**src/rtl/msk_rnd_pkg.sv**
```systemverilog
// Shared types and constants for the masked S-box randomness source.
// Latency: n/a (declarations only).
// Backpressure: n/a.
package msk_rnd_pkg;

    typedef enum logic [1:0] {
        ST_IDLE,
        ST_LOAD,
        ST_WARM,
        ST_READY
    } st_t;

    localparam int LFSR_W     = 64;
    localparam int TAP0       = 63;
    localparam int TAP1       = 62;
    localparam int TAP2       = 60;
    localparam int TAP3       = 59;
    localparam int SEED_WORDS = 2;
    localparam int SEED_W     = LFSR_W / SEED_WORDS;

    // x^64+x^63+x^61+x^60+1, shifting toward the MSB
    function automatic logic [LFSR_W-1:0] lfsr_step(input logic [LFSR_W-1:0] s);
        return {s[LFSR_W-2:0], s[TAP0] ^ s[TAP1] ^ s[TAP2] ^ s[TAP3]};
    endfunction

endpackage

```
**src/rtl/msk_lfsr_unroll.sv**
```systemverilog
// Combinational STEPS-step LFSR next-state function.
// Latency: 0 cycles (pure logic).
// Backpressure: none; caller decides when to register the result.
module msk_lfsr_unroll
    import msk_rnd_pkg::*;
#(
    parameter int STEPS = 6
) (
    input  logic [LFSR_W-1:0] s_cur,
    output logic [LFSR_W-1:0] s_nxt
);

    always_comb begin : unroll
        logic [LFSR_W-1:0] acc;
        acc = s_cur;
        for (int i = 0; i < STEPS; i++) begin
            acc = lfsr_step(acc);
        end
        s_nxt = acc;
    end

endmodule

```
**src/rtl/msk_rnd_src_bt.sv**
```systemverilog
// Seeded LFSR randomness source and BT clear sequencer for the masked SKINNY S-box.
// Latency: rnd_valid_o rises 2+WARMUP cycles after the first seed strobe; data registered.
// Backpressure: run_i low stalls the LFSR and holds outputs; no flow control on clear.
module msk_rnd_src_bt
    import msk_rnd_pkg::*;
#(
    parameter int D          = 2,
    parameter int RND_W      = D * (D - 1),
    parameter int BT_W       = 4,
    parameter int WARMUP     = 64,
    parameter int CLR_CYCLES = 2
) (
    input  logic              clk,
    input  logic              rst_n,
    input  logic [31:0]       seed_i,
    input  logic              seed_valid_i,
    input  logic              run_i,
    input  logic              clear_req_i,
    output logic [RND_W-1:0]  rnd_o,
    output logic [BT_W-1:0]   rnd_bt_o,
    output logic              rnd_valid_o,
    output logic              clear_o,
    output logic              busy_o
);

    localparam int OUT_W = RND_W + BT_W;
    localparam int WCW   = $clog2(WARMUP + 2);
    localparam int SCW   = $clog2(SEED_WORDS + 1);
    localparam int CCW   = $clog2(CLR_CYCLES + 1);
    localparam logic [WCW-1:0] WARM_LAST = WCW'((WARMUP > 0) ? WARMUP - 1 : 0);

    st_t               st;
    logic [LFSR_W-1:0] s;
    logic [LFSR_W-1:0] s_adv;
    logic [LFSR_W-1:0] s_shift;
    logic [LFSR_W-1:0] s_seed;
    logic [WCW-1:0]    warm_cnt;
    logic [SCW-1:0]    word_cnt;
    logic              word_last;
    logic [CCW-1:0]    clr_cnt;
    logic              clr_req_q;

    msk_lfsr_unroll #(
        .STEPS (OUT_W)
    ) u_unroll (
        .s_cur (s),
        .s_nxt (s_adv)
    );

    assign s_shift   = {s[LFSR_W-SEED_W-1:0], seed_i};
    // an all-zero state would lock the LFSR forever
    assign s_seed    = (s_shift == '0) ? LFSR_W'(1) : s_shift;
    assign word_last = (word_cnt == SCW'(SEED_WORDS - 1));

    always_ff @(posedge clk or negedge rst_n) begin
        if (!rst_n) begin
            st          <= ST_IDLE;
            s           <= '0;
            warm_cnt    <= '0;
            word_cnt    <= '0;
            rnd_o       <= '0;
            rnd_bt_o    <= '0;
            rnd_valid_o <= 1'b0;
            busy_o      <= 1'b0;
        end else begin
            case (st)
                ST_IDLE: begin
                    if (seed_valid_i) begin
                        s        <= s_shift;
                        word_cnt <= SCW'(1);
                        st       <= ST_LOAD;
                        busy_o   <= 1'b1;
                    end
                end
                ST_LOAD: begin
                    if (seed_valid_i) begin
                        if (word_last) begin
                            s        <= s_seed;
                            warm_cnt <= '0;
                            if (WARMUP == 0) begin
                                st          <= ST_READY;
                                busy_o      <= 1'b0;
                                rnd_valid_o <= 1'b1;
                                rnd_o       <= s_seed[RND_W-1:0];
                                rnd_bt_o    <= s_seed[RND_W +: BT_W];
                            end else begin
                                st <= ST_WARM;
                            end
                        end else begin
                            s        <= s_shift;
                            word_cnt <= word_cnt + SCW'(1);
                        end
                    end
                end
                ST_WARM: begin
                    s <= s_adv;
                    if (warm_cnt == WARM_LAST) begin
                        st          <= ST_READY;
                        busy_o      <= 1'b0;
                        rnd_valid_o <= 1'b1;
                        rnd_o       <= s_adv[RND_W-1:0];
                        rnd_bt_o    <= s_adv[RND_W +: BT_W];
                    end else begin
                        warm_cnt <= warm_cnt + WCW'(1);
                    end
                end
                ST_READY: begin
                    // a reseed takes priority over consumption
                    if (seed_valid_i) begin
                        s           <= s_shift;
                        word_cnt    <= SCW'(1);
                        st          <= ST_LOAD;
                        busy_o      <= 1'b1;
                        rnd_valid_o <= 1'b0;
                        rnd_o       <= '0;
                        rnd_bt_o    <= '0;
                    end else if (run_i) begin
                        s        <= s_adv;
                        rnd_o    <= s_adv[RND_W-1:0];
                        rnd_bt_o <= s_adv[RND_W +: BT_W];
                    end
                end
                default: st <= ST_IDLE;
            endcase
        end
    end

    // clear pulse stretcher, triggered only on a rising request edge
    always_ff @(posedge clk or negedge rst_n) begin
        if (!rst_n) begin
            clr_req_q <= 1'b0;
            clr_cnt   <= '0;
            clear_o   <= 1'b0;
        end else begin
            clr_req_q <= clear_req_i;
            if (clear_req_i && !clr_req_q) begin
                clr_cnt <= CCW'(CLR_CYCLES);
                clear_o <= 1'b1;
            end else if (clr_cnt != '0) begin
                clr_cnt <= clr_cnt - CCW'(1);
                clear_o <= (clr_cnt > CCW'(1));
            end else begin
                clear_o <= 1'b0;
            end
        end
    end

endmodule

```
**config.mk**
```make
export PLATFORM = sky130hd
export DESIGN_NAME = msk_rnd_src_bt
export DESIGN_NICKNAME = d
export VERILOG_FILES = /design/src/rtl/msk_rnd_pkg.sv /design/src/rtl/msk_lfsr_unroll.sv /design/src/rtl/msk_rnd_src_bt.sv
export SDC_FILE = /design/constraint.sdc
export NUM_CORES = 1
export LEC_CHECK = 0
export CORE_ASPECT_RATIO = 0.9
export CORE_MARGIN = 4
export CORE_UTILIZATION = 29
export DETAILED_ROUTE_END_ITERATION = 6
export PLACE_DENSITY_LB_ADDON = 0.25
export SYNTH_ARGS = -nofsm -noshare
export SYNTH_HDL_FRONTEND = slang
export SYNTH_SLANG_ARGS = --single-unit
```
**constraint.sdc**
```tcl
create_clock -name clk -period 2.2 [get_ports clk]
set_clock_uncertainty 0.15 [all_clocks]
set_input_delay 0.44 -clock clk [delete_from_list [all_inputs] [get_ports clk]]
set_output_delay 0.44 -clock clk [all_outputs]
set_load 0.1 [all_outputs]
```
Yosys cells after proc, flatten, opt, wreduce, memory -nomap -nowiden
Cells that the tools add are included.
{"block": "classes", "n_addsub": 3, "order_cmp": 1, "n_eq_ne": 14, "mux": 37, "n_bitwise": 18, "n_reduce_logical": 18}
{"cell": "64-bit two-way mux", "count": 6}
{"cell": "64-bit one-hot mux with 4 select lines", "count": 1}
{"cell": "64-bit zero test", "count": 1}
{"cell": "2-bit two-way mux", "count": 11}
{"cell": "7-bit two-way mux", "count": 3}
{"cell": "1-bit XOR", "count": 18}
{"cell": "2-bit != test, second input constant", "count": 7}
{"cell": "7-bit one-hot mux with 2 select lines", "count": 1}
{"cell": "4-bit two-way mux", "count": 3}
{"cell": "3-bit AND reduction", "count": 4}
{"cell": "4-bit AND reduction", "count": 3}
{"cell": "2-bit nonzero test", "count": 6}
{"cell": "2-bit one-hot mux with 2 select lines", "count": 2}
{"cell": "4-bit one-hot mux with 2 select lines", "count": 1}
{"cell": "7-bit by 1-bit adder with 7-bit output, second input constant", "count": 1}
{"cell": "7-bit by 6-bit == test with 1-bit output, second input constant", "count": 1}
{"cell": "1-bit two-way mux", "count": 6}
{"cell": "2-bit one-hot mux with 3 select lines", "count": 1}
{"cell": "2-bit by 1-bit == test with 1-bit output, second input constant", "count": 2}
{"cell": "2-bit == test, second input constant", "count": 2}
{"cell": "1-bit one-hot mux with 2 select lines", "count": 2}
{"cell": "3-bit != test, second input constant", "count": 1}
{"cell": "2-bit by 1-bit adder with 2-bit output, second input constant", "count": 1}
{"cell": "2-bit by 1-bit greater-than comparator with 1-bit output, second input constant", "count": 1}
{"cell": "other kinds (6)", "count": 6}
{"block": "word_totals", "regBits": 87, "in_bits": 37, "output_inout_bits": 9, "elab_cells": 102}

Longest topological paths before layout
Gate-level depths: netlist (run 1).
{"block": "depth", "depth_word": 6, "ltp_mapped": 9, "depth_no_buf": 7}

Cells and area by module
A second synthesis (run 1) with hierarchy kept.
{"block": "unflattened", "hier_cells": 522, "area_unflattened_um2": 4895.9}
{"module": "msk_rnd_src_bt", "n_inst": 1, "cells_per_inst": 451, "area_per_inst_um2": 4346.7, "seq_area_each_um2": 2177.1}
{"module": "msk_lfsr_unroll", "n_inst": 1, "cells_per_inst": 71, "area_per_inst_um2": 549.3, "seq_area_each_um2": 0.0}

Least setup slack after synthesis (run 1)
Ideal clock, no wire load.
{"block": "synth_path", "path_kind": "reg-to-reg", "start": "register warm_cnt[0]", "end": "register rnd_bt_o[0]", "setup_ns": 0.125, "arrival_time_ns": 1.777, "t_required_ns": 1.925, "slack_ns": 0.148, "path_stages_with_launch": 7, "path_buffers": 0, "period_less_slack_ns": 2.052, "cell_sequence": "dfrtp_1 ha_1 nand4_2 nor3b_4 or2b_4 o211a_4 mux2_2"}
{"block": "synth_between", "elab_chain_len": 3}
{"element": "start: declaration", "line_no": "msk_rnd_src_bt.sv:37", "source": "logic [WCW-1:0] warm_cnt;"}
{"element": "start signal: assignment", "line_no": "msk_rnd_src_bt.sv:104", "source": "warm_cnt <= warm_cnt + WCW'(1);"}
{"element": "7-bit by 6-bit == test with 1-bit output", "line_no": "msk_rnd_src_bt.sv:97", "source": "if (warm_cnt == WARM_LAST) begin"}
{"element": "2-bit != test (no source line)"}
{"element": "3-bit AND reduction (no source line)"}
{"element": "end signal: assignment", "line_no": "msk_rnd_src_bt.sv:85", "source": "rnd_bt_o <= s_seed[RND_W +: BT_W];"}
{"element": "end signal: assignment", "line_no": "msk_rnd_src_bt.sv:102", "source": "rnd_bt_o <= s_adv[RND_W +: BT_W];"}
{"element": "end signal: assignment", "line_no": "msk_rnd_src_bt.sv:120", "source": "rnd_bt_o <= s_adv[RND_W +: BT_W];"}
{"element": "end: declaration", "line_no": "msk_rnd_src_bt.sv:20", "source": "output logic [BT_W-1:0] rnd_bt_o,"}
Every way passes these cells.
A chain may end at the register's enable or synchronous reset.

Worst setup path after layout (run 1)
{"block": "layout_path", "start": "register st[1]", "end": "register s[0]"}
{"block": "layout_between", "elab_chain_len": 3, "elab_cells_between_ends": 9, "cone_classes": "eq/ne (6); mux (1); reduce/logical (2)"}
{"element": "start: declaration", "line_no": "msk_rnd_src_bt.sv:32", "source": "st_t st;"}
{"element": "start signal: assignment", "line_no": "msk_rnd_src_bt.sv:57", "source": "st <= ST_IDLE;"}
{"element": "start signal: assignment", "line_no": "msk_rnd_src_bt.sv:71", "source": "st <= ST_LOAD;"}
{"element": "start signal: assignment", "line_no": "msk_rnd_src_bt.sv:81", "source": "st <= ST_READY;"}
{"element": "2-bit == test, or another cell as far along", "line_no": "msk_rnd_src_bt.sv:66", "source": "case (st)"}
{"element": "3-bit != test (no source line) / 2-bit != test (equally long branches)"}
{"element": "3-bit AND reduction (no source line)"}
{"element": "end signal: assignment", "line_no": "msk_rnd_src_bt.sv:69", "source": "s <= s_shift;"}
{"element": "end signal: assignment", "line_no": "msk_rnd_src_bt.sv:78", "source": "s <= s_seed;"}
{"element": "end signal: assignment", "line_no": "msk_rnd_src_bt.sv:90", "source": "s <= s_shift;"}
{"element": "end: declaration", "line_no": "msk_rnd_src_bt.sv:33", "source": "logic [LFSR_W-1:0] s;"}
Parallel ways exist; a longest one is shown, timed or not.

==> results by group, run 1 <==
Hold path
  • Count of cells along the worst hold path: 2
  • Path type of the worst min-delay path: flip-flop to flip-flop
  • Startpoint of the lowest-slack hold path: s[44]
  • Hold path endpoint: s[44]

Layout
  • Share of post-route cells with drive strength above 1: 0.191
  • Net count of the finished layout: 591
  • Area added between synthesis and finish: 31.9%
  • Antenna diode count: 0
  • Final std cell area, no fill: ~0.0058 mm^2
  • Final core utilization: 0.393

Power and ir drop
  • Total chip power: roughly 9200 uW
  • Largest voltage drop on the vdd net: 931 uV
  • Power density cells: ~1600 mW/mm^2
  • Clock network fraction of design power: 0.174
  • Switching part of the total: 0.444
  • Combinational Power Share: 0.513
  • Static Leakage: approximately 0.0025 uW
  • Power Internal: slightly above 5000 uW
  • Net switching power of the design: just over 4000 uW
  • Seq pwr share: 0.313

Floorplan
  • Io pins: 46
  • Die Outline Area: around 0.017 mm^2
  • Die H: 125 um
  • Row count: between 40 and 50
  • Floorplan Core Area: ~0.015 mm^2
  • Die width: about 140 um
  • Initial core utilization: 0.298

Worst setup path
  • Critical path start-end classification: flip-flop to flip-flop
  • Reg2Reg Setup Slack: 0.11 ns
  • Startpoint of the lowest-slack register-to-register path: st[1]
  • Largest driver fanout on the critical path: 5
  • CP Data Arrival Time: 2.22 ns
  • Startpoint class of the critical path: flip-flop
  • Worst r2r path cells: 7
  • Worst Setup End Kind: flip-flop
  • Required time of the critical path: 2.32 ns
  • R2r endpoint: s[0]

Route
  • Number of design-rule violations left by the first detailed-router iteration: between 200 and 300
  • Via count of the routed design: roughly 3800
  • Pre-antenna DRT Iters: 5
  • Post-DR vias/cell: around 5.1
  • Final routed wirelength across all metal layers: between 10000 and 15000 um
  • Post-detailed-route DRC marker count: 0
  • Antenna Violating Nets Remaining: 0
  • Post-DR wirelength/cell: roughly 17 um

Timing
  • Slew of the pin with the lowest slew margin: just over 0.5 ns
  • Setup_tns: 0 ns
  • Setup violators final: 0
  • Fmax achieved: about 480 MHz
  • Share of the clock period used by the worst path: 0.952
  • Worst rel slew slack: 0.651
  • Final count of pins violating max slew: 0
  • Period minus WS final: between 2 and 2.5 ns
  • Final hold vios: 0

Logic synthesis
  • Average size of a mapped cell: just under 10 um^2
  • Number of flops mapped to enable cells by yosys: 0
  • Area leader, netlist: sky130_fd_sc_hd__dfrtp_1
  • Top cell type's share of synthesized area: 0.493
  • Part of the Yosys area used for sequential elements: 0.493
  • Proportion of synthesized flip-flops having asynchronous set or reset: 1.00
  • Main area contributors after synthesis: sky130_fd_sc_hd__dfrtp_1, sky130_fd_sc_hd__a22oi_1, sky130_fd_sc_hd__o21ai_0
  • Number of library cell types mapped by synthesis: 47
  • Number of standard cells after synthesis: 458
  • Mapped Area: approximately 0.0044 mm^2
  • Number of warning messages in the yosys log: 0
  • Most common cell in the netlist: sky130_fd_sc_hd__dfrtp_1
  • Flops & latches, synth: between 80 and 90
  • Post-synth top cells: sky130_fd_sc_hd__dfrtp_1, sky130_fd_sc_hd__nand2_1, sky130_fd_sc_hd__a22oi_1, sky130_fd_sc_hd__o21ai_0, sky130_fd_sc_hd__nor2_1
  • Number of nets produced by synthesis: slightly above 500
  • Primary FF master, synth: sky130_fd_sc_hd__dfrtp_1

Global route
  • Number of global-route vias before repair: ~3800
  • Wire length of the first global-routing pass: 20100 um
  • Pin count of the biggest net entering global routing: 64
  • Total Routing Usage GR: 0.143
  • Sum of overflow across all layers after global routing: 0
  • Number of antenna violations at the first check in global routing: 0

CTS
  • CTS sink cnt: 87
  • Largest buffer count on any clock path: 2
  • Clock tree from TritonCTS: built
  • Clock transition at the registers of the reported paths: 0.06 ns
  • CTS Buf Count: 9
  • Buffers inserted during post-CTS setup optimization: 0
  • Htree depth: 3
  • Buffer cell driving the clock tree root: sky130_fd_sc_hd__clkbuf_16
  • Clock insertion delay at the later pin of the skew report: ~0.34 ns

Place
  • Count of input and output buffers: 45
  • Dpl hpwl: between 9000 and 10000 um
  • Dpl cell area: 0.00546 mm^2
  • RD Place Congestion: between 0.8 and 0.9

Status
  • Status: complete, no violations

Run
  • Count of max-cap constraint violations: 0
## worst max-delay path: stages, from the launching register on
cell and delay [ns]:
sky130_fd_sc_hd__dfrtp_1 0.39, sky130_fd_sc_hd__inv_1 0.07, sky130_fd_sc_hd__ha_1 0.27, sky130_fd_sc_hd__nor4b_1 0.29, sky130_fd_sc_hd__and4_1 0.25, sky130_fd_sc_hd__nand4_1 0.09
sky130_fd_sc_hd__or4_1 0.42, sky130_fd_sc_hd__nand3_1 0.10
## final cells by class
type	count	area [um^2]
clock buffers	13	270
clock inverters	3	40.0
fillers	1498	9000
inverters	7	26.3
multi-input cells	333	2060
flip-flops and latches	87	2180
well taps	198	248
repair buffers	106	1000
## cell families after synthesis
logic type               count (synthesis)  synth area share
AND/OR/NAND/NOR                        142             0.153
AO/OA/AOI/OAI                          156             0.223
flip-flops                              87             0.493
adder cells (fa/ha/maj)                 10            0.0284
multiplexers                            10            0.0244
buffers and inverters                   38            0.0485
XOR/XNOR                                15            0.0298
## layer usage
layer  up-vias  track usage  wire, um
met5         -            0         0
met4         0       0.0552       228
met3        13       0.0199       531
met2       106        0.226      5920
met1      1890        0.199      6000
li1       1829            -         -
## placed cells by master (no fill, tap or decap), drive strengths merged, types with 2 or more instances in the layout
cell type	count
clkdlybuf4s50	35
nand4	5
nor3	3
nor4	15
nor2b	2
ha	10
dfrtp	87
or3	3
a21oi	16
nor2	22
xnor2	14
mux2i	4
a21o	2
nor3b	2
mux2	6
buf	69
a22oi	58
inv	7
clkinv	2
clkbuf	14
nand2	72
o21ai	70
nand3	7
nand2b	4
## worst max path at each step
stage,from,cells after the start,end
finish,st[1],7,s[0]
global route,st[0],8,s[60]
CTS,st[0],8,s[60]
detailed placement,seed_valid_i,8,s[60]
global placement,seed_i[5],6,s[0]
floorplan,warm_cnt[0],6,rnd_bt_o[0]
## per-stage QoR
step	worst slack, ns	instances	hold WS (ns)
floorplan	0.148	458	-0.00559
global placement	-0.222	729	0.178
detailed placement	-0.172	729	0.178
CTS	0.0151	746	0.333
global route	-0.00143	747	0.366
finish	0.106	747	0.331
## registers in the layout, indices dropped and copies added, names as in the netlist
name / flops
s: 64
clr_req_q: 1
clear_o: 1
busy_o: 1
rnd_o: 2
word_cnt: 2
rnd_bt_o: 4
rnd_valid_o: 1
clr_cnt: 2
warm_cnt: 7
st: 2
## power groups by stage
stage	clock network (uW)	registers, uW	logic, uW
5_1_grt	1700	2950	5180
3_5_place_dp	0	2890	4600
3_3_place_gp	0	2880	4510
4_1_cts	1630	2870	4610
6_report	1600	2890	4730
2_1_floorplan	0	3240	2810
## what timing repair did
item | CTS | global route
resized for setup | 0 | 5
hold buffers | 1 | 0
hold endpoints to repair | 15 | 0
setup endpoints to repair | 0 | 37
No activity file was read; power rests on OpenSTA's default activity.
==> inputs of run 2 (changes only) <==
--- a/config.mk
+++ b/config.mk
@@ -10,6 +10,7 @@
 export CORE_UTILIZATION = 29
 export DETAILED_ROUTE_END_ITERATION = 6
 export PLACE_DENSITY_LB_ADDON = 0.25
+export SLEW_MARGIN = 10
 export SYNTH_ARGS = -nofsm -noshare
 export SYNTH_HDL_FRONTEND = slang
 export SYNTH_SLANG_ARGS = --single-unit
==> results of run 2 <==
No change in the layout: final DEF, timing and power equal those of run 1.
